**src/rtl/pipelined_csa_adder.sv**
```systemverilog
// Pipelined carry-select adder/subtractor with a valid/ready stream interface.
// Optional signed-overflow output is enabled by defining PCSA_OVF_EN.
module pipelined_csa_adder #(
    parameter int WIDTH  = 32,
    parameter int BLOCK  = 4,
    parameter int STAGES = 2
) (
    input  logic             clk,
    input  logic             rst,
    input  logic             in_valid,
    output logic             in_ready,
    input  logic [WIDTH-1:0] a,
    input  logic [WIDTH-1:0] b,
    input  logic             cin,
    input  logic             sub,
    output logic             out_valid,
    input  logic             out_ready,
    output logic [WIDTH-1:0] sum,
    output logic             cout
`ifdef PCSA_OVF_EN
    ,
    output logic             ovf
`endif
);

    localparam int NBLK = (BLOCK > 0) ? WIDTH / BLOCK : 1;
    localparam int BPS  = (STAGES > 0) ? NBLK / STAGES : 1;
    localparam int SW   = BPS * BLOCK;

    if (BLOCK < 1 || WIDTH % BLOCK != 0) begin : g_err_block
        $error("pipelined_csa_adder: WIDTH must be a multiple of BLOCK");
    end
    if (STAGES < 1 || NBLK % STAGES != 0) begin : g_err_stages
        $error("pipelined_csa_adder: WIDTH/BLOCK must be a multiple of STAGES");
    end

    logic              en;
    logic [WIDTH-1:0]  b_eff;
    logic              c0;
    logic [STAGES-1:0] v_r;
    logic [STAGES-1:0] c_r;
    logic [STAGES-1:0] c_nxt;

    assign b_eff     = sub ? ~b : b;
    assign c0        = sub ? ~cin : cin;
    assign out_valid = v_r[STAGES-1];
    assign en        = !out_valid || out_ready;
    assign in_ready  = en;
    assign cout      = c_r[STAGES-1];

    always_ff @(posedge clk or posedge rst) begin
        if (rst) begin
            v_r <= '0;
            c_r <= '0;
        end else if (en) begin
            v_r[0] <= in_valid;
            for (int unsigned s = 1; s < STAGES; s++) begin
                v_r[s] <= v_r[s-1];
            end
            c_r <= c_nxt;
        end
    end

`ifdef PCSA_OVF_EN
    logic ovf_nxt;
    logic ovf_r;

    always_ff @(posedge clk or posedge rst) begin
        if (rst) begin
            ovf_r <= 1'b0;
        end else if (en) begin
            ovf_r <= ovf_nxt;
        end
    end

    assign ovf = ovf_r;
`endif

    for (genvar s = 0; s < STAGES; s++) begin : g_stg
        logic [SW-1:0] op_a;
        logic [SW-1:0] op_b;
        logic          cin_s;
        logic [SW-1:0] st_sum;
        logic          st_c;
        logic [SW-1:0] sd [STAGES-s];

        // Stage s consumes its operand slice s cycles after acceptance.
        if (s == 0) begin : g_in
            assign op_a  = a[SW-1:0];
            assign op_b  = b_eff[SW-1:0];
            assign cin_s = c0;
        end else begin : g_dly
            logic [SW-1:0] ad [s];
            logic [SW-1:0] bd [s];

            always_ff @(posedge clk or posedge rst) begin
                if (rst) begin
                    for (int unsigned k = 0; k < s; k++) begin
                        ad[k] <= '0;
                        bd[k] <= '0;
                    end
                end else if (en) begin
                    ad[0] <= a[s*SW +: SW];
                    bd[0] <= b_eff[s*SW +: SW];
                    for (int unsigned k = 1; k < s; k++) begin
                        ad[k] <= ad[k-1];
                        bd[k] <= bd[k-1];
                    end
                end
            end

            assign op_a  = ad[s-1];
            assign op_b  = bd[s-1];
            assign cin_s = c_r[s-1];
        end

        always_comb begin
            logic carry;
            carry  = cin_s;
            st_sum = '0;
            for (int unsigned k = 0; k < BPS; k++) begin
                logic [BLOCK:0] s0;
                logic [BLOCK:0] s1;
                s0 = {1'b0, op_a[k*BLOCK +: BLOCK]} + {1'b0, op_b[k*BLOCK +: BLOCK]};
                s1 = {1'b0, op_a[k*BLOCK +: BLOCK]} + {1'b0, op_b[k*BLOCK +: BLOCK]}
                     + (BLOCK+1)'(1);
                {carry, st_sum[k*BLOCK +: BLOCK]} = carry ? s1 : s0;
            end
            st_c = carry;
        end

        assign c_nxt[s] = st_c;

        // Later stages finish later, so earlier slices wait STAGES-1-s cycles.
        always_ff @(posedge clk or posedge rst) begin
            if (rst) begin
                for (int unsigned k = 0; k < STAGES - s; k++) begin
                    sd[k] <= '0;
                end
            end else if (en) begin
                sd[0] <= st_sum;
                for (int unsigned k = 1; k < STAGES - s; k++) begin
                    sd[k] <= sd[k-1];
                end
            end
        end

        assign sum[s*SW +: SW] = sd[STAGES-1-s];

`ifdef PCSA_OVF_EN
        if (s == STAGES - 1) begin : g_ovf
            assign ovf_nxt = op_a[SW-1] ^ op_b[SW-1] ^ st_sum[SW-1] ^ st_c;
        end
`endif
    end

endmodule

```
**config.mk**
```make
export PLATFORM = sky130hd
export DESIGN_NAME = pipelined_csa_adder
export DESIGN_NICKNAME = d
export VERILOG_FILES = /design/src/rtl/pipelined_csa_adder.sv
export SDC_FILE = /design/constraint.sdc
export NUM_CORES = 1
export LEC_CHECK = 0
export CAP_MARGIN = 20
export CORE_MARGIN = 2
export CORE_UTILIZATION = 45
export DETAILED_ROUTE_END_ITERATION = 8
export GPL_TIMING_DRIVEN = 0
export MAX_ROUTING_LAYER = met4
export PLACE_DENSITY = 0.72
export REMOVE_ABC_BUFFERS = 1
export SLEW_MARGIN = 30
export SYNTH_ARGS = -nofsm -noshare
export SYNTH_HDL_FRONTEND = slang
export SYNTH_SLANG_ARGS = --single-unit
```
**constraint.sdc**
```tcl
create_clock -name clk -period 7.95 [get_ports clk]
set_clock_uncertainty 0.15 [all_clocks]
set_input_delay 0.795 -clock clk [delete_from_list [all_inputs] [get_ports clk]]
set_output_delay 0.795 -clock clk [all_outputs]
set_load 0.03 [all_outputs]
```
### Word-level counts from Yosys, hierarchy flattened

Index checks and enable logic that the tools add are counted.

* logic and storage cells: 37
* register bits after elaboration: 84

* $add $sub $neg: 16
* bitwise gates (word level): 2
* reduce and logical (&&, ||, !) cells: 2
* multiplexer cells: 10

Operators by type and width (count)
* adder 4 x 4 -> 5 bit: 8
* adder 5 x 1 -> 5 bit (second input constant): 8
* two-way mux 5 bit: 8
* two-way mux 32 bit: 1
* inverter 32 bit: 1
* zero test 1 bit: 1
* logical OR 1 bit: 1
* two-way mux 1 bit: 1
* inverter 1 bit: 1

### Logic depth before layout (Yosys ltp)

* depth in word-level cells: 8
* gate-level depth with buffers: 15
* depth with buffers taken out: 13

### Worst setup path before layout

OpenSTA, ideal clock, no wires.

* path kind: input-to-reg
* from: in sub
* to: reg g_stg[0].sd[31] (netlist bit)
* setup time: 0.082 ns
* setup slack: 3.468 ns
* stages: 14
* arrival time: 4.250 ns
* cell sequence: buf_6 > clkbuf_1 > xor2_1 > ha_1 > inv_1 > fa_1 > xnor2_1 > nand3_1 > o311a_1 > or4_4 > mux2i_2 > xnor2_2 > or3_1 > a31oi_1

* word-level cells in the longest chain between the ends: 7
* elaborated cells between the ends (all ways): 14
* classes of those cells: add/sub (8); mux (6)

RTL lines
* start: declaration: line 15 `input logic sub,`
* two-way mux 32 bit: line 44 `assign b_eff = sub ? ~b : b;`
* adder 4 x 4 -> 5 bit: line 124, 125
* adder 5 x 1 -> 5 bit: line 126 `+ (BLOCK+1)'(1);`
* two-way mux 5 bit (3 in a row): line 127 `{carry, st_sum[k*BLOCK +: BLOCK]} = carry ? s1 : s0;`
* two-way mux 5 bit *: line 127
* end signal: indexed assignment: line 143 `sd[k] <= sd[k-1];`
* end: declaration: line 85 `logic [SW-1:0] sd [STAGES-s];`

Every way passes the cells marked *; elsewhere a longest branch is shown, timed or not.
A chain may end at the register's enable or synchronous reset.

### Worst setup path in the final report

Ends and elaborated chain as after synthesis.

==> results.txt <==
Die H: 112 um
RSZ-0062 raised after global routing: false
Largest net degree at the start of global routing: 63
Via Count: 3,993
ANT cells: 0
R2R cell count: 11
Clk slew on worst S/H paths: 0.06 ns
Antenna violations before repair: 0
CTS resizes: 0
Vias in the first global route: 3,967
CP startpoint kind: primary input
Max-slew headroom: 0.594
Setup CP Type: in -> reg
Share of cells above drive strength 1: 0.0396
IO buf count: 104
Max Clock Freq: 0.233 GHz
Peak supply drop: 0.167 mV
Clk sink count: 84
Cells after Synth: 575
FF-to-FF setup slack: 4.38 ns
Synth warnings: 0
Max layer used: met4
Hold Path Sink: v_r[1]
Metal2 WL: 5100 um
Clock share of power: 0.198
Row cnt: 39
Lkg Pwr: 3.02 nW
PnR worst setup slack: 3.66 ns
IO Count: 105
Routed WL per cell: 12.8 um
Sw Ratio: 0.375
Setup Buffers After CTS: 0
Pre-CTS setup slack: 3.29 ns
Fin nets: 773
Wl on met1: 4530 um
Design area: 6640 um^2
Drt first pass iters: 4
Total wire length: 10,300 um
Max-cap violation count: 0
Hold Startpoint: v_r[0]
DIE AREA: 12,500 um^2
Critical path arrival: 4.39 ns
Met3 wire length: 489 um
Syn avg cell area: 9.11 um^2
Synth-to-Final Area Change: 26.7%
Final core occ: 0.584
Initial core utilization: 0.461
Power share of the combinational group: 0.458
Flop pwr share: 0.344
Most common cell after layout, fill and taps aside: nand2_1
FF-to-FF Start: g_stg[1].g_dly.ad[0]
HP Class: reg -> reg
Status: finished, final reports clean
Most frequent cells in the layout: 147 x nand2_1, 103 x clkdlybuf4s50_1, 84 x dfrtp_1, 40 x ha_1, 37 x xnor2_1
Clk root buf: clkbuf_16
Tightest Pin Transition: 0.609 ns
GRT overflow: 0
Core area: 11,400 um^2
Placed Cells: 787
Worst path required time: 8.06 ns
Residual DRC: 0
Latest clock arrival within the worst-skew pair: 0.33 ns
Period utilization: 0.539
# setup viols final: 0
Max-slew violations: 0
FF-to-FF End: g_stg[1].sd[14]
Post-layout min period: 4.29 ns
Die width: 112 um
Placed inst area: 6390 um^2
Distinct cells, synth: 40
CTS tree: yes
Vias per cell: 5.00
Detailed Route Iter0 Violations: 206
Non-Filler Instances: 799
Psw: 0.689 mW
HPWL Detailed: 7660 um
Cell area after synthesis: 5240 um^2
Yosys reg bits: 84
Pwr per Cell Area: 277 nW/um^2
Fillcell total: 1,016
Crit end category: flip-flop
P_int: 1.15 mW
Placer congestion estimate: 0.753
WHS Path Cells: 1
H-tree levels: 3
Clock Tree Buf Depth: 2
CP max FO: 33
Final Hold Viols: 0
GRT Overall Usage: 0.176
Hold-fix buffers, CTS: 0
CTS Buf Count: 9
Post-route antenna net violation count: 0
Seq/Total Area, Yosys: 0.401
First-pass GRT wire length: 17,600 um
[state kept, by name (all words and copies together) (netlist names)]
name,cells
c_r,2
g_stg.g_dly.bd,16
sum,16
v_r,2
g_stg.sd,32
g_stg.g_dly.ad,16
[stage by stage]
stage / TNS [ns] / hold slack [ns] / power (mW)
finish: 0 / 0.300 / 1.84
global route: 0 / 0.341 / 1.97
CTS: 0 / 0.304 / 1.86
detailed placement: 0 / 0.293 / 1.49
global placement: -117.75 / 0.299 / 1.44
floorplan: 0 / 0.280 / 1.18
[worst max-delay path by stage]
| stage | start | end | slack [ns] | depth (start not counted) |
|---|---|---|---|---|
| after floorplan | out_ready | in_ready | 0.91 | 2 |
| after global placement | out_ready | in_ready | -3.34 | 4 |
| after detailed placement | sub | g_stg[0].sd[31] | 3.29 | 13 |
| after CTS | sub | g_stg[0].sd[31] | 3.64 | 13 |
| after global routing | sub | g_stg[0].sd[31] | 3.29 | 13 |
| final | sub | g_stg[0].sd[31] | 3.66 | 13 |
[kinds of logic (layout without fill, tap and decap cells)]
group                    Yosys count  count (layout)  share of synthesized area
AO/OA/AOI/OAI                     92              92                      0.101
XOR/XNOR                          72              72                      0.127
adder cells (fa/ha/maj)           48              48                      0.126
buffers and inverters             58             139                     0.0545
flip-flops                        84              84                      0.401
multiplexers                       9               9                     0.0182
AND/OR/NAND/NOR                  212             212                      0.172
[critical path, stage by stage]
cell,delay [ns]
buf_4,0.49
xor2_1,0.20
ha_1,0.18
inv_1,0.05
fa_1,0.40
xnor2_1,0.27
nand3_1,0.14
o311a_1,0.33
or4_4,0.57
mux2i_2,0.26
xnor2_2,0.17
or3_1,0.39
a31oi_1,0.16
[layer usage]
layer | track usage | vias to the layer above
met3 | 0.0386 | 10
met2 | 0.295 | 93
met1 | 0.209 | 1855
met4 | 0.0667 | 0
met5 | - | -
li1 | - | 2035
[synthesized netlist by cell type]
master,n,area share
dfrtp_1,84,0.40
clkbuf_1,16,0.011
or2_2,1,0.0012
mux2_2,1,0.0021
buf_1,7,0.0050
o311a_1,1,0.0019
a31oi_1,2,0.0024
mux2i_2,1,0.0026
nor3_1,3,0.0029
nand2_1,147,0.11
buf_6,1,0.0021
nand3_1,9,0.0086
or3_1,1,0.0012
o21a_1,1,0.0014
xnor2_1,37,0.062
mux2i_1,7,0.013
fa_1,8,0.031
a2111oi_0,2,0.0033
nor2b_1,5,0.0060
a221oi_1,2,0.0033
inv_1,18,0.013
a21oi_1,32,0.031
xor2_4,1,0.0053
and3b_1,1,0.0017
o21ai_0,35,0.033
and3_1,3,0.0036
a211oi_1,2,0.0029
ha_1,40,0.096
a21o_1,13,0.019
nor2_1,24,0.017
xor2_1,32,0.054
or4bb_1,1,0.0021
or4_4,1,0.0021
o31ai_1,2,0.0029
nand2b_1,7,0.0084
buf_4,16,0.023
xnor2_2,2,0.0062
nand4_1,7,0.0084
nand4b_1,1,0.0017
nor4bb_1,1,0.0019
[cell type report]
| cell class | instances | area (um^2) | area share |
|---|---|---|---|
| multi-input cells | 433 | 2860 | 0.431 |
| repair buffers | 109 | 1180 | 0.177 |
| inverters | 18 | 75.1 | 0.0113 |
| well taps | 143 | 179 | 0.0270 |
| clock buffers | 12 | 246 | 0.0371 |
| flip-flops and latches | 84 | 2100 | 0.317 |
[power by group through the flow]
stage / combinational [mW] / sequential, mW / clock [mW]
final: 0.841 / 0.632 / 0.365
after global routing: 0.926 / 0.651 / 0.391
after floorplan: 0.406 / 0.776 / 0
after CTS: 0.849 / 0.634 / 0.374
after global placement: 0.811 / 0.634 / 0
after detailed placement: 0.845 / 0.640 / 0
(Power assumes the default switching activity.)
